$ cat src/rtl/struct96_frame_packer.sv
// struct96_frame_packer: collects 3-word frames from a 32-bit valid/ready
// stream into one registered 96-bit struct96_t value, paired with a struct_t
// status (frame error, parity). Also keeps a wrapping frame counter and a
// saturating error counter.
module struct96_frame_packer #(
  parameter int WORD_W    = 32,
  parameter int ERR_CNT_W = 8,
  parameter int FRM_CNT_W = 16
) (
  input  logic                 clk,
  input  logic                 rst_n,
  input  logic                 in_valid,
  output logic                 in_ready,
  input  logic [WORD_W-1:0]    in_data,
  input  logic                 in_last,
  output logic                 out_valid,
  input  logic                 out_ready,
  output logic [3*WORD_W-1:0]  t96,
  output logic [1:0]           test_input,
  output logic [FRM_CNT_W-1:0] frame_cnt,
  output logic [ERR_CNT_W-1:0] err_cnt
);

  localparam int FRAME_W = 3 * WORD_W;

  // The struct96_t layout is hard-wired to three 32-bit words.
  if (WORD_W != 32) begin : g_word_w_check
    $error("struct96_frame_packer: WORD_W must be 32");
  end

  // Consumer-facing packed types.
  typedef struct packed {
    logic [94:0] m_1;
    logic        m_2;
  } struct96_t;

  typedef struct packed {
    logic m_1;  // frame error
    logic m_2;  // parity of the 96 frame bits
  } struct_t;

  // Next word index, or discarding the tail of an over-long frame.
  typedef enum logic [1:0] {
    S_W0    = 2'd0,
    S_W1    = 2'd1,
    S_W2    = 2'd2,
    S_DRAIN = 2'd3
  } state_e;

  // ---------------------------------------------------------------------
  // Reset synchroniser: rst_n asserts asynchronously, releases on clk.
  // ---------------------------------------------------------------------
  logic [1:0] rst_sync_q;
  logic       rst_int_n;

  // Two-flop release chain for the internal reset.
  always_ff @(posedge clk or negedge rst_n) begin
    if (!rst_n) begin
      rst_sync_q <= 2'b00;
    end else begin
      rst_sync_q <= {rst_sync_q[0], 1'b1};
    end
  end

  assign rst_int_n = rst_sync_q[1];

  // ---------------------------------------------------------------------
  // State and assembly registers
  // ---------------------------------------------------------------------
  state_e              state_q, state_d;
  logic [WORD_W-1:0]   word0_q, word0_d;
  logic [WORD_W-1:0]   word1_q, word1_d;

  logic                out_valid_q;
  struct96_t           t96_q;
  struct_t             status_q;
  logic [FRM_CNT_W-1:0] frame_cnt_q;
  logic [ERR_CNT_W-1:0] err_cnt_q;

  logic                beat;
  logic                frame_done;
  logic                frame_err;
  logic [FRAME_W-1:0]  frame_bits;

  // While draining, words are thrown away and never touch the output, so the
  // held frame does not need to be consumed first.
  assign in_ready = (state_q == S_DRAIN) || !out_valid_q || out_ready;
  assign beat     = in_valid && in_ready;

  // State register plus the two stored leading words of the current frame.
  always_ff @(posedge clk or negedge rst_int_n) begin
    if (!rst_int_n) begin
      state_q <= S_W0;
      word0_q <= '0;
      word1_q <= '0;
    end else begin
      state_q <= state_d;
      word0_q <= word0_d;
      word1_q <= word1_d;
    end
  end

  // Next-state logic and frame completion decode.
  always_comb begin
    state_d    = state_q;
    word0_d    = word0_q;
    word1_d    = word1_q;
    frame_done = 1'b0;
    frame_err  = 1'b0;
    frame_bits = '0;

    case (state_q)
      S_W0: begin
        if (beat) begin
          word0_d = in_data;
          if (in_last) begin
            // Short frame: one word, the rest zero-filled.
            frame_done = 1'b1;
            frame_err  = 1'b1;
            frame_bits = {in_data, {(2*WORD_W){1'b0}}};
            state_d    = S_W0;
          end else begin
            state_d = S_W1;
          end
        end
      end

      S_W1: begin
        if (beat) begin
          word1_d = in_data;
          if (in_last) begin
            // Short frame: two words, last one zero-filled.
            frame_done = 1'b1;
            frame_err  = 1'b1;
            frame_bits = {word0_q, in_data, {WORD_W{1'b0}}};
            state_d    = S_W0;
          end else begin
            state_d = S_W2;
          end
        end
      end

      S_W2: begin
        if (beat) begin
          // Third word always closes the frame; a missing last means the
          // frame is too long and its tail must be discarded.
          frame_done = 1'b1;
          frame_err  = !in_last;
          frame_bits = {word0_q, word1_q, in_data};
          state_d    = in_last ? S_W0 : S_DRAIN;
        end
      end

      S_DRAIN: begin
        if (beat && in_last) begin
          state_d = S_W0;
        end
      end

      default: begin
        state_d = S_W0;
      end
    endcase
  end

  // Output frame register: load on completion, otherwise release on consume.
  always_ff @(posedge clk or negedge rst_int_n) begin
    if (!rst_int_n) begin
      out_valid_q <= 1'b0;
      t96_q       <= '0;
      status_q    <= '0;
    end else if (frame_done) begin
      // A completing beat is only possible when the held frame is empty or
      // being consumed this cycle, so overwriting here never loses data.
      out_valid_q  <= 1'b1;
      t96_q        <= frame_bits;
      status_q.m_1 <= frame_err;
      status_q.m_2 <= ^frame_bits;
    end else if (out_valid_q && out_ready) begin
      out_valid_q <= 1'b0;
    end
  end

  // Wrapping count of frames emitted.
  always_ff @(posedge clk or negedge rst_int_n) begin
    if (!rst_int_n) begin
      frame_cnt_q <= '0;
    end else if (frame_done) begin
      frame_cnt_q <= frame_cnt_q + FRM_CNT_W'(1);
    end
  end

  // Saturating count of error frames emitted.
  always_ff @(posedge clk or negedge rst_int_n) begin
    if (!rst_int_n) begin
      err_cnt_q <= '0;
    end else if (frame_done && frame_err && (err_cnt_q != '1)) begin
      err_cnt_q <= err_cnt_q + ERR_CNT_W'(1);
    end
  end

  assign out_valid  = out_valid_q;
  assign t96        = t96_q;
  assign test_input = status_q;
  assign frame_cnt  = frame_cnt_q;
  assign err_cnt    = err_cnt_q;

endmodule

$ cat config.mk
export PLATFORM = sky130hd
export DESIGN_NAME = struct96_frame_packer
export DESIGN_NICKNAME = d
export VERILOG_FILES = /design/src/rtl/struct96_frame_packer.sv
export SDC_FILE = /design/constraint.sdc
export NUM_CORES = 1
export LEC_CHECK = 0
export ABC_AREA = 1
export BUFFER_PORTS_ARGS = -buffer_cell sky130_fd_sc_hd__buf_2
export CORE_MARGIN = 10
export CORE_UTILIZATION = 63
export CTS_CLUSTER_DIAMETER = 30
export CTS_CLUSTER_SIZE = 20
export DETAILED_ROUTE_END_ITERATION = 12
export PLACE_DENSITY = 0.87
export SETUP_SLACK_MARGIN = 0.5
export SYNTH_ARGS = -nofsm -noshare
export SYNTH_HDL_FRONTEND = slang
export SYNTH_SLANG_ARGS = --single-unit
$ cat constraint.sdc
create_clock -name clk -period 17.4 [get_ports clk]
set_input_delay 3.48 -clock clk [delete_from_list [all_inputs] [get_ports clk]]
set_output_delay 3.48 -clock clk [all_outputs]
set_load 0.02 [all_outputs]
* After elaboration in Yosys (flattened, before gate mapping)
Cells that the tools add are included.
Cells by class: add/subtract/negate cells 2, equal/unequal tests 8, multiplexer cells 22, reductions and logical operators 16
Operator list (number):
- 96-bit two-way mux | 5
- 96-bit one-hot mux with 3 select lines | 1
- 96-bit XOR reduction | 1
- 16-bit by 1-bit adder with 16-bit output (second input constant) | 1
- 2-bit two-way mux | 6
- 8-bit by 1-bit adder with 8-bit output (second input constant) | 1
- 8-bit != test (second input constant) | 1
- 2-bit one-hot mux with 4 select lines | 1
- 1-bit two-way mux | 7
- 2-bit != test (second input constant) | 3
- 1-bit logical AND | 5
- 2-bit == test (second input constant) | 2
- 1-bit one-hot mux with 2 select lines | 2
- 2-bit AND reduction | 2
- 4-bit AND reduction | 1
- 2-bit by 1-bit == test with 1-bit output (second input constant) | 1
- 1-bit zero test | 2
- 2-bit zero test | 1
- 1-bit logical OR | 2
- 2-bit by 1-bit != test with 1-bit output (second input constant) | 1
- 2-bit nonzero test | 1
- 2-bit OR reduction | 1
Word-level totals: bits in registers 191, input bits 37, output and inout bits 124, word-level logic and storage cells 59

* Logic depth before layout (Yosys ltp)
depth after elaboration 8, depth in mapped cells 21, mapped depth without buffers 20

* Worst setup path before layout
No wires, ideal clock.
path kind input-to-output, start point input out_ready, end point output in_ready, data arrival time 4024 ps, data required time 13920 ps, path slack 9896 ps, stages on the path 4, buffers on the path 2, cells stage by stage inv_1 nand3_2 buf_4 buf_6
On the way: longest elaborated chain between the ends 1
Ends and longest elaborated chain:
- start: declaration | RTL line 17 | input logic out_ready,
- 1-bit logical OR | RTL line 87 | assign in_ready = (state_q == S_DRAIN) || !out_valid_q || out_ready;
- end: declaration | RTL line 13 | output logic in_ready,
No other way between the ends.

* Final worst setup path
Ends and elaborated chain as after synthesis.

==> results.sh <==
export IMPL_vias_per_cell=5.710
export IMPL_crit_path_start_kind="input port"
export IMPL_die_area_sq_um=23890
export IMPL_cp_cell_sequence="buf_2 -> inv_1 -> nand3_4 -> buf_2"
export IMPL_cts_htree_levels=4
export IMPL_tightest_slew_ns=1.229
export IMPL_synth_seq_area_share=0.4190
export IMPL_insertion_delay_ns=0.45
export IMPL_synthFlopType="dfrtp_1"
export IMPL_power_frac_clock=0.177
export IMPL_ant_nets=0
export IMPL_critPathMaxStageDelay_ns=0.37
export IMPL_slew_headroom=0.1808
export IMPL_nets=1864
export IMPL_drt_wl_total_um=33790
export IMPL_power_density_nw_per_um2=177.6
export IMPL_netlist_area_sq_um=11410
export IMPL_seqPwrFrac=0.336
export IMPL_grt_pass1_wl_um=54640
export IMPL_clock_path_buffers=2
export IMPL_cts_buffers=17
export IMPL_met2WireLength_um=14450
export IMPL_die_h_um=154.6
export IMPL_fin_crit_ns=7.861
export IMPL_syn_avg_cell_area_sq_um=6.633
export IMPL_netlist_instances=1720
export IMPL_postSynthNetCount=1759
export IMPL_slowest_stage="nand3_4"
export IMPL_ios=161
export IMPL_core_area_sq_um=17900
export IMPL_worstPathArrival_ns=4.38
export IMPL_ys_seq_elements=191
export IMPL_syn_to_final_growth_pct=12.31
export IMPL_grt_start_max_net_pins=117
export IMPL_top_layer_used="met4"
export IMPL_hold_violations=0
export IMPL_place_congestion=0.9288
export IMPL_drv_cap=0
export IMPL_max_freq_mhz=127.2
export IMPL_overflow=0
export IMPL_status="finished, final reports clean"
export IMPL_post_synth_top_area_cell="dfrtp_1"
export IMPL_cpLargestDelayFamily="buffers and inverters"
export IMPL_clk_pin_slew_ns=0.07
export IMPL_drive_gt1_frac=0.1202
export IMPL_pwr_share_comb=0.487
export IMPL_yosysMostFrequentCell="nand2_1"
export IMPL_p_int_mw=1.176
export IMPL_cts_num_sinks=191
export IMPL_antenna_found_initial=2
export IMPL_ctsResizeCount=0
export IMPL_ys_warn_count=0
export IMPL_cp_depth=4
export IMPL_wl_met3_um=4269
export IMPL_holdCritPathClass="flip-flop to async pin"
export IMPL_power_mw=2.275
export IMPL_die_w_um=154.6
export IMPL_cts_root_buffer="clkbuf_16"
export IMPL_setup_viol=0
export IMPL_skew_ns=0.01510
export IMPL_start_util=0.6373
export IMPL_worstSetupPathType="input port to output port"
export IMPL_tns_ns=0
export IMPL_rows=49
export IMPL_gr_usage_all_layers=0.2772
export IMPL_worst_setup_path_end_kind="output port"
export IMPL_dr_pass1_iters=9
export IMPL_nFillCells=1516
export IMPL_avgRoutedWirePerCell_um=16.33
export IMPL_cts_tree="done"
export IMPL_num_vias=11820
export IMPL_synth_top_area_frac=0.4190
export IMPL_crit_buf_inv=3
export IMPL_cp_required_ns=13.92
export IMPL_initialDrtViolationCount=1665
export IMPL_async_flop_share=1.000
export IMPL_ir_drop_v=0.0001236
export IMPL_hpwl_um=23010
export IMPL_fin_crit_sh=0.4518
export IMPL_critPathMaxFanout=34
export IMPL_yosysUniqueCellTypes=28
export IMPL_worstRegToRegCells=12
export IMPL_cts_hold_buffers=0
export IMPL_post_cts_buffers=0
export IMPL_slew_violations=0
export IMPL_cpMostUsedCell="buf_2"
export IMPL_synth_edf_count=0
export IMPL_portBuffers=160
export IMPL_drcViolationCount=0
export IMPL_wl_met1_um=14310
export IMPL_p_leak_nw=7.753
export IMPL_switching_share=0.4830
export IMPL_rsz0062_at_grt="false"
export IMPL_synth_common_cells="nand2_1 (798), dfrtp_1 (191), inv_1 (184)"
export IMPL_p_sw_mw=1.099
export IMPL_grt_pass1_vias=10980
export IMPL_synth_area_top_cells="dfrtp_1 (42%), nand2_1 (26%), nand4_1 (6.3%), inv_1 (6.1%), nand3_1 (4.6%)"
-- cells by family after synthesis --
group,Yosys count,share of synthesized area
simple gates,1107,0.4087
buf+inv,274,0.09651
flops,191,0.4190
compound gates,117,0.05155
xor+xnor,27,0.02073
fa+ha+maj,2,0.002193
other cells,1,0.0003287
mux,1,0.0009870
-- state kept, by name, summed over array words and instances, names as in the netlist --
| name | count |
|---|---|
| err_cnt | 8 |
| rst_sync_q | 2 |
| frame_cnt | 16 |
| word0_q | 32 |
| out_valid | 1 |
| state_q | 2 |
| test_input | 2 |
| word1_q | 32 |
| t96 | 96 |
-- worst reg2reg max path, cell delays in order, from the launching register on --
cell and delay [ns]:
dfrtp_1 0.50, nand2_1 0.15, nand3_4 0.33, nand2_2 0.56
inv_2 0.81, nand2_4 0.33, buf_4 0.44, nor2_1 0.20
nand2_1 0.15, nor2_1 0.20, nand3_1 0.14, nor3_1 0.20
xor2_1 0.17
-- power groups by stage --
stage	clock network, mW	logic (mW)	registers (mW)
after floorplan	0	0.633	0.898
after global placement	0	1.06	0.756
after detailed placement	0	1.09	0.765
after CTS	0.404	1.10	0.759
after global routing	0.420	1.25	0.786
final	0.403	1.11	0.764
-- cell usage in the layout (no fill, tap or decap), types with 2 or more instances in the layout --
cell       instances
clkbuf_8           2
o21ai_1           14
nand4_2            2
xnor2_1           14
inv_6              4
inv_2              5
diode_2            2
ha_1               2
dfrtp_1          190
inv_1            184
buf_2            159
nor2_2             4
xor2_1            13
nor3_1            25
nor2_4             2
o21ai_0           91
a21oi_1           11
nor2_1            52
nand2_1          798
nand4_1          115
nand3_1          105
clkbuf_16         17
inv_8              5
buf_4             12
-- path summary, 6_finish.rpt --
path | slack, ns | end | startpoint
setup / recovery | 9.54 | in_ready | out_ready
min in group clk | 0.36 | rst_sync_q[1]$_DFF_PN0_ | rst_sync_q[0]$_DFF_PN0_
hold / removal | 0.36 | t96[2]$_DFFE_PN0P_ | rst_sync_q[1]$_DFF_PN0_
setup reg to reg | 13.14 | err_cnt[7]$_DFFE_PN0P_ | state_q[1]$_DFFE_PN0P_
hold reg to reg | 0.36 | t96[2]$_DFFE_PN0P_ | rst_sync_q[1]$_DFF_PN0_
max in group asynchronous | 14.49 | rst_sync_q[1]$_DFF_PN0_ | rst_n
-- per-layer routing --
layer  track usage  up-vias
met5             0        -
met2        0.4016      692
met4       0.08952        0
met3       0.09151       79
met1        0.3831     5404
li1              -     5640
-- through the flow --
stage	util	instances	area [sq um]	setup WS, ns	hold WS [ns]
2_1_floorplan	-	1720	11410	9.896	0.3312
3_3_place_gp	0.6822	2035	12210	9.602	0.3437
3_5_place_dp	0.6822	2035	12210	9.587	0.3363
4_1_cts	0.7154	2067	12810	9.574	0.3659
5_1_grt	0.7157	2069	12810	9.529	0.3752
6_report	0.7157	2069	12810	9.539	0.3624
-- cell type report --
type                       instances  area [sq um]  share of cell area
antenna                            2         5.005           0.0003906
timing repair buffer             171         885.9             0.06914
multi-input combinational       1255          5548              0.4330
tap                              229         286.5             0.02236
inverter                         189         709.4             0.05537
sequential                       191          4783              0.3733
clock inverter                    12         137.6             0.01074
clock buffer                      20         456.7             0.03564
Note: power is estimated with default switching activity, not from simulation.
